## src/rtl/fwd_scoreboard_if.sv

```systemverilog
// rtl/fwd_scoreboard_if.sv - ID-side operand/issue/return bundle between pipeline (master) and scoreboard (slave)
interface fwd_scoreboard_if #(
    parameter int REG_AW   = 5,
    parameter int NUM_RD   = 2,
    parameter int NUM_STG  = 2,
    parameter int MAX_PEND = 4
);
    localparam int SELW = $clog2(NUM_STG + 2);
    localparam int CW   = $clog2(MAX_PEND + 1);

    logic [NUM_RD-1:0]         rd_en;
    logic [NUM_RD*REG_AW-1:0]  rd_addr;
    logic [NUM_STG-1:0]        stg_we;
    logic [NUM_STG*REG_AW-1:0] stg_rd;
    logic                      iss_valid;
    logic                      iss_we;
    logic                      iss_is_load;
    logic [REG_AW-1:0]         iss_rd;
    logic                      ld_ret_valid;
    logic [REG_AW-1:0]         ld_ret_rd;
    logic [NUM_RD*SELW-1:0]    fwd_sel;
    logic                      stall;
    logic                      iss_accept;
    logic [CW-1:0]             pend_cnt;
    logic                      sb_err;

    modport master (
        output rd_en, rd_addr, stg_we, stg_rd,
        output iss_valid, iss_we, iss_is_load, iss_rd,
        output ld_ret_valid, ld_ret_rd,
        input  fwd_sel, stall, iss_accept, pend_cnt, sb_err
    );

    modport slave (
        input  rd_en, rd_addr, stg_we, stg_rd,
        input  iss_valid, iss_we, iss_is_load, iss_rd,
        input  ld_ret_valid, ld_ret_rd,
        output fwd_sel, stall, iss_accept, pend_cnt, sb_err
    );
endinterface

```

## src/rtl/fwd_scoreboard.sv

```systemverilog
// rtl/fwd_scoreboard.sv - operand bypass select, pending-load scoreboard and RAW/WAW/limit stall
// Optional FWD_PERF_EN adds saturating stall_cycles / stall_loads counters.
module fwd_scoreboard #(
    parameter int REG_AW   = 5,
    parameter int NUM_RD   = 2,
    parameter int NUM_STG  = 2,
    parameter int ZR_IDX   = 31,
    parameter int MAX_PEND = 4
) (
    input  logic        clk,
    input  logic        rst,
`ifdef FWD_PERF_EN
    output logic [31:0] stall_cycles,
    output logic [31:0] stall_loads,
`endif
    fwd_scoreboard_if.slave bus
);
    localparam int SELW = $clog2(NUM_STG + 2);
    localparam int CW   = $clog2(MAX_PEND + 1);
    localparam int NREG = 1 << REG_AW;
    localparam logic [REG_AW-1:0] ZR       = REG_AW'(ZR_IDX);
    localparam logic [SELW-1:0]   SEL_RET  = SELW'(NUM_STG + 1);
    localparam logic [CW-1:0]     CNT_MAX  = CW'(MAX_PEND);

    logic [NREG-1:0] pend;
    logic [CW-1:0]   cnt_q;
    logic            err_q;

    logic [SELW-1:0] sel_arr [NUM_RD];
    logic            raw_hit [NUM_RD];
    logic            raw_stall;
    logic            waw_stall;
    logic            limit_stall;
    logic            stall_c;
    logic            accept_c;
    logic            set_c;
    logic            clr_c;
    logic            iss_ret_same;
    logic [CW-1:0]   cnt_n;

    for (genvar p = 0; p < NUM_RD; p++) begin : g_port
        logic [REG_AW-1:0] addr;
        logic              live;
        logic              ret_hit;

        assign addr    = bus.rd_addr[p*REG_AW +: REG_AW];
        assign live    = bus.rd_en[p] && (addr != ZR);
        assign ret_hit = bus.ld_ret_valid && (bus.ld_ret_rd == addr);

        // Walk stages oldest to youngest so the youngest matching writer overrides.
        always_comb begin
            sel_arr[p] = '0;
            if (live) begin
                if (pend[addr] && ret_hit)
                    sel_arr[p] = SEL_RET;
                for (int s = NUM_STG - 1; s >= 0; s--) begin
                    if (bus.stg_we[s] && (bus.stg_rd[s*REG_AW +: REG_AW] == addr))
                        sel_arr[p] = SELW'(s + 1);
                end
            end
        end

        assign raw_hit[p] = live && pend[addr] && !ret_hit;
    end

    always_comb begin
        bus.fwd_sel = '0;
        raw_stall   = 1'b0;
        for (int p = 0; p < NUM_RD; p++) begin
            bus.fwd_sel[p*SELW +: SELW] = sel_arr[p];
            raw_stall = raw_stall | raw_hit[p];
        end
    end

    assign iss_ret_same = bus.ld_ret_valid && (bus.ld_ret_rd == bus.iss_rd);
    assign waw_stall    = bus.iss_valid && bus.iss_we && (bus.iss_rd != ZR)
                          && pend[bus.iss_rd] && !iss_ret_same;
    // A return in the same cycle frees a slot, so a full scoreboard may still take a load.
    assign limit_stall  = bus.iss_valid && bus.iss_is_load && (cnt_q == CNT_MAX)
                          && !bus.ld_ret_valid;
    assign stall_c      = raw_stall || waw_stall || limit_stall;
    assign accept_c     = bus.iss_valid && !stall_c;

    assign set_c = accept_c && bus.iss_is_load && bus.iss_we && (bus.iss_rd != ZR);
    assign clr_c = bus.ld_ret_valid && pend[bus.ld_ret_rd];

    // Clamped so a stray return in the same cycle as a full-scoreboard issue cannot overflow.
    always_comb begin
        cnt_n = cnt_q;
        if (set_c && !clr_c && (cnt_q != CNT_MAX))
            cnt_n = cnt_q + 1'b1;
        else if (clr_c && !set_c && (cnt_q != '0))
            cnt_n = cnt_q - 1'b1;
    end

    always_ff @(posedge clk or posedge rst) begin
        if (rst) begin
            pend  <= '0;
            cnt_q <= '0;
            err_q <= 1'b0;
        end else begin
            if (clr_c)
                pend[bus.ld_ret_rd] <= 1'b0;
            if (set_c)
                pend[bus.iss_rd] <= 1'b1;
            cnt_q <= cnt_n;
            if (bus.ld_ret_valid && !pend[bus.ld_ret_rd])
                err_q <= 1'b1;
        end
    end

    assign bus.stall      = stall_c;
    assign bus.iss_accept = accept_c;
    assign bus.pend_cnt   = cnt_q;
    assign bus.sb_err     = err_q;

`ifdef FWD_PERF_EN
    always_ff @(posedge clk or posedge rst) begin
        if (rst) begin
            stall_cycles <= '0;
            stall_loads  <= '0;
        end else begin
            if (stall_c && (stall_cycles != 32'hFFFF_FFFF))
                stall_cycles <= stall_cycles + 32'd1;
            if (limit_stall && (stall_loads != 32'hFFFF_FFFF))
                stall_loads <= stall_loads + 32'd1;
        end
    end
`endif
endmodule
```

## src/flat_wrapper.sv

```systemverilog
// flat-port wrapper written by rule: the top's interface ports become plain ports
module fwd_scoreboard_flat 
#(
    parameter int REG_AW   = 5,
    parameter int NUM_RD   = 2,
    parameter int NUM_STG  = 2,
    parameter int ZR_IDX   = 31,
    parameter int MAX_PEND = 4
)
  (clk, rst, bus_rd_en, bus_rd_addr, bus_stg_we, bus_stg_rd, bus_iss_valid, bus_iss_we, bus_iss_is_load, bus_iss_rd, bus_ld_ret_valid, bus_ld_ret_rd, bus_fwd_sel, bus_stall, bus_iss_accept, bus_pend_cnt, bus_sb_err);
  fwd_scoreboard_if #(.REG_AW(REG_AW), .NUM_RD(NUM_RD), .NUM_STG(NUM_STG), .MAX_PEND(MAX_PEND)) bus_i ();
  input  logic clk;
  input  logic rst;
  input wire logic [$bits(bus_i.rd_en)-1:0] bus_rd_en;
  input wire logic [$bits(bus_i.rd_addr)-1:0] bus_rd_addr;
  input wire logic [$bits(bus_i.stg_we)-1:0] bus_stg_we;
  input wire logic [$bits(bus_i.stg_rd)-1:0] bus_stg_rd;
  input wire logic [$bits(bus_i.iss_valid)-1:0] bus_iss_valid;
  input wire logic [$bits(bus_i.iss_we)-1:0] bus_iss_we;
  input wire logic [$bits(bus_i.iss_is_load)-1:0] bus_iss_is_load;
  input wire logic [$bits(bus_i.iss_rd)-1:0] bus_iss_rd;
  input wire logic [$bits(bus_i.ld_ret_valid)-1:0] bus_ld_ret_valid;
  input wire logic [$bits(bus_i.ld_ret_rd)-1:0] bus_ld_ret_rd;
  output wire logic [$bits(bus_i.fwd_sel)-1:0] bus_fwd_sel;
  output wire logic [$bits(bus_i.stall)-1:0] bus_stall;
  output wire logic [$bits(bus_i.iss_accept)-1:0] bus_iss_accept;
  output wire logic [$bits(bus_i.pend_cnt)-1:0] bus_pend_cnt;
  output wire logic [$bits(bus_i.sb_err)-1:0] bus_sb_err;
  assign bus_i.rd_en = bus_rd_en;
  assign bus_i.rd_addr = bus_rd_addr;
  assign bus_i.stg_we = bus_stg_we;
  assign bus_i.stg_rd = bus_stg_rd;
  assign bus_i.iss_valid = bus_iss_valid;
  assign bus_i.iss_we = bus_iss_we;
  assign bus_i.iss_is_load = bus_iss_is_load;
  assign bus_i.iss_rd = bus_iss_rd;
  assign bus_i.ld_ret_valid = bus_ld_ret_valid;
  assign bus_i.ld_ret_rd = bus_ld_ret_rd;
  assign bus_fwd_sel = bus_i.fwd_sel;
  assign bus_stall = bus_i.stall;
  assign bus_iss_accept = bus_i.iss_accept;
  assign bus_pend_cnt = bus_i.pend_cnt;
  assign bus_sb_err = bus_i.sb_err;
  fwd_scoreboard #(.REG_AW(REG_AW), .NUM_RD(NUM_RD), .NUM_STG(NUM_STG), .ZR_IDX(ZR_IDX), .MAX_PEND(MAX_PEND)) u_core (.clk(clk), .rst(rst), .bus(bus_i));
endmodule
```

## config.mk

```make
export PLATFORM = sky130hd
export DESIGN_NAME = fwd_scoreboard_flat
export DESIGN_NICKNAME = d
export VERILOG_FILES = /design/src/rtl/fwd_scoreboard_if.sv /design/src/rtl/fwd_scoreboard.sv /design/src/flat_wrapper.sv
export SDC_FILE = /design/constraint.sdc
export NUM_CORES = 1
export LEC_CHECK = 0
export ABC_AREA = 1
export CAP_MARGIN = 20
export CORE_ASPECT_RATIO = 1.5
export CORE_UTILIZATION = 55
export CTS_BUF_LIST = sky130_fd_sc_hd__clkbuf_2 sky130_fd_sc_hd__clkbuf_4 sky130_fd_sc_hd__clkbuf_8
export CTS_CLUSTER_DIAMETER = 200
export DETAILED_ROUTE_END_ITERATION = 7
export MAX_ROUTING_LAYER = met4
export PLACE_DENSITY = 0.8
export SYNTH_ARGS = -nofsm -noshare
export SYNTH_HDL_FRONTEND = slang
export SYNTH_SLANG_ARGS = --single-unit
```

## constraint.sdc

```tcl
create_clock -name clk -period 2.7 [get_ports clk]
set_input_delay 0.54 -clock clk [delete_from_list [all_inputs] [get_ports clk]]
set_output_delay 0.54 -clock clk [all_outputs]
set_load 0.05 [all_outputs]
```

==> summary.md <==
| Metric | Value |
|---|---|
| Library cell occupying the most area in the post-synthesis netlist | `nand2_1` |
| Deepest clock path buffer count | `2` |
| Number of instances in the placed design | `847` |
| Maximum fanout count along the critical path | `6` |
| Final instance area | `5430 µm²` |
| Global-route usage over all layers | `0.494` |
| CP Cell Sequence | `buf_4 -> clkinvlp_4 -> nand2_1 -> o211ai_1 -> nand3_2 -> nand3_1 -> nand3_2 -> nand2_2 -> buf_4 -> nor2_2 -> nand2_1 -> a21boi_2 -> buf_12` |
| Routed length per instance | `18.8 µm` |
| Worst rel slew slack | `0.633` |
| Clock tree from TritonCTS | `done` |
| Fraction of the cycle the final worst path needs | `0.993` |
| Die extent in y | `102 µm` |
| Critical path data required time | `2.16 ns` |
| Final setup violating endpoints | `0` |
| Die footprint | `7060 µm²` |
| Cell area after placement | `5020 µm²` |
| Number of buffers inserted by port buffering | `49` |
| Delay of the slowest cell on the worst path | `0.18 ns` |
| Library cells used by synthesis | `33` |
| Max-cap viol count | `0` |
| Number of standard cells after synthesis | `653` |
| Power, Total | `2170 µW` |
| Multi-input combinational cell area | `2560 µm²` |
| Post-Route Setup TNS | `0 ns` |
| GP Congestion | `1.07` |
| Largest net degree at the start of global routing | `37` |
| Path type of the worst min-delay path | `reg2reg` |
| Power density cells | `399 nW/µm²` |
| Sort of element at the start of the critical path | `input port` |
| Arrival @ worst endpoint | `2.14 ns` |
| Static Leakage | `0.00265 µW` |
| Critical path start-end classification | `in2out` |
| Clock transition at path regs | `0.07 ns` |
| TritonCTS Sinks | `36` |
| Fmax | `373 MHz` |
| Total nets after synthesis | `694` |
| Critical Path Sink Type | `output port` |
| Vias per std cell | `6.08` |
| Post-placement worst setup slack | `-0.435 ns` |
| Worst clock skew | `0.00435 ns` |
| WL final | `16300 µm` |
| Net count of the finished layout | `833` |
| Min Tclk post-route | `2.68 ns` |
| Fill count | `434` |
| Number of global-route vias before repair | `5075` |
| Fraction of post-synthesis cell area in the top cell type by area | `0.258` |
| Clock Latency Late Sink | `0.30 ns` |
| Flip-flop and latch area | `905 µm²` |
| Actual transition at the worst max-transition pin | `0.550 ns` |
| Io pins | `50` |
| Final-report max-slew violation count | `0` |
| Growth of design area from synthesis to finish | `46.8%` |
| Clock Tree Root | `clkbuf_8` |
| YS warnings | `0` |
| Post-layout instance count excluding filler cells | `869` |
| Proportion of synthesized chip area in sequential cells | `0.244` |
| Total gr overflow | `0` |
| Worst setup margin | `0.0198 ns` |
| Leading post-synthesis cells by cell area | `nand2_1 26%, dfrtp_1 24%, o21ai_1 8.5%` |
| Inserted Diodes | `0` |
| Iteration count of the initial detailed-routing pass | `8` |
| Peak supply drop | `0.502 mV` |
| Outcome | `finished clean` |
| Number of clock buffers inserted by TritonCTS | `5` |
| Average cell area after synthesis | `5.66 µm²` |
| Fraction of layout cells with a size suffix above 1 | `0.257` |
| Via count of the routed design | `5286` |
| FF+latch count, synth | `36` |
| DRT antenna net count | `0` |
| Number of antenna violations at the first check in global routing | `0` |
| Die span in x | `68.9 µm` |
| Post-DP HPWL | `11400 µm` |
| Core region area | `6490 µm²` |
| H-tree depth reported by CTS | `2` |
| Cell with the largest stage delay on the worst path | `a21boi_2` |
| Final hold vios | `0` |
| Core Rows | `36` |
| Initial standard-cell utilization of the core | `0.570` |
| Summed instance area of the synthesized netlist | `3700 µm²` |
| # DRC | `0` |
| Violation count after the first detailed-route iteration | `661` |
| Global-route wire length before repair | `24500 µm` |
==> report_power, final <==
| group | switching [µW] | internal [µW] |
|---|---|---|
| Clock | 197 | 203 |
| Combinational | 621 | 419 |
| Sequential | 111 | 618 |
| Total | 929 | 1240 |
==> metal layers <==
layer | routed length [µm] | track usage | vias up
met5 | 0 | - | -
met4 | 1360 | 0.422 | 0
met3 | 1850 | 0.184 | 128
met2 | 7710 | 0.740 | 400
met1 | 5430 | 0.490 | 2330
li1 | - | - | 2428
==> layout make-up <==
cell class | count | share of cell area
Multi-Input combinational cell | 519 | 0.472
Timing Repair Buffer | 164 | 0.278
Sequential cell | 36 | 0.167
Inverter | 66 | 0.0489
Tap cell | 76 | 0.0175
Clock buffer | 6 | 0.0152
Clock inverter | 2 | 0.00184
==> critical path, delay by kind of cell <==
kind / cells / cell delay, ns
buf+inv: 4 / 0.57
simple gates: 7 / 0.75
compound gates: 2 / 0.28
==> worst paths after layout <==
check                             startpoint                endpoint  slack, ns  cells after the start
setup / recovery              bus_rd_addr[0]          bus_fwd_sel[0]       0.02                     13
hold / removal             u_core.bus.sb_err       u_core.bus.sb_err       0.49                      1
setup reg to reg              u_core.pend[9]  u_core.bus.pend_cnt[2]       0.20                     17
hold reg to reg            u_core.bus.sb_err       u_core.bus.sb_err       0.49                      1
max in group asynchronous                rst         u_core.pend[12]       1.70                      3
min in group asynchronous                rst  u_core.bus.pend_cnt[2]       0.65                      3
==> synthesized netlist by cell type <==
cell,number
o21bai_1,1
a31oi_1,1
nand2_1,254
a41oi_1,2
xnor2_1,1
nor2_2,2
buf_1,2
clkinv_1,2
dfrtp_1,36
inv_2,8
nor3_1,20
nand3b_1,1
a21oi_1,12
o2111ai_1,2
o21a_1,1
nand3_1,48
clkbuf_1,6
nand4_1,6
nor3_2,1
buf_4,3
nor2_1,37
xor2_1,8
buf_2,21
a221oi_1,4
inv_1,56
a21boi_0,2
o22ai_1,13
nand2_2,3
o21ai_1,63
o21ai_0,23
o211ai_1,11
fa_1,1
and3_1,2
==> state kept, by name, summed over array words and instances (netlist names) <==
signal	cells
u_core.pend	32
u_core.bus.pend_cnt	3
u_core.bus.sb_err	1
==> cells by family after synthesis <==
logic type               Yosys count  synth area share
XOR/XNOR                           9            0.0213
buffers and inverters             98             0.110
adder cells (fa/ha/maj)            1           0.00541
AND/OR/NAND/NOR                  374             0.414
flip-flops                        36             0.244
AO/OA/AOI/OAI                    135             0.206
==> placed cells by master (no fill, tap or decap), types with 5 or more instances in the layout <==
cell type / instances
clkbuf_2: 7
nor2_1: 30
clkbuf_8: 6
buf_12: 12
nand2_2: 7
nor3_1: 14
o21ai_0: 20
nor2_2: 7
dlymetal6s2s_1: 5
nand3_1: 39
o211ai_1: 11
nor3_2: 7
a21oi_1: 9
o22ai_1: 13
buf_4: 96
inv_2: 11
buf_2: 5
o21ai_1: 66
clkdlybuf4s50_1: 18
buf_6: 11
nand2_1: 250
dfrtp_1: 33
dlygate4sd2_1: 7
inv_1: 49
xor2_1: 8
nand3_2: 9
nand4_1: 6
==> timing repair <==
action                                  CTS  global route
pin swaps                                12            27
hold buffers                              0             0
gates resized for setup                  62            67
gates cloned                              2             3
setup buffers                             7             3
endpoints found under the setup margin    8             9
==> per-stage QoR <==
step,utilization,hold slack [ns]
2_1_floorplan,-,0.489
3_3_place_gp,0.774,0.485
3_5_place_dp,0.774,0.484
4_1_cts,0.810,0.500
5_1_grt,0.837,0.504
6_report,0.837,0.495
(Power assumes the default switching activity.)
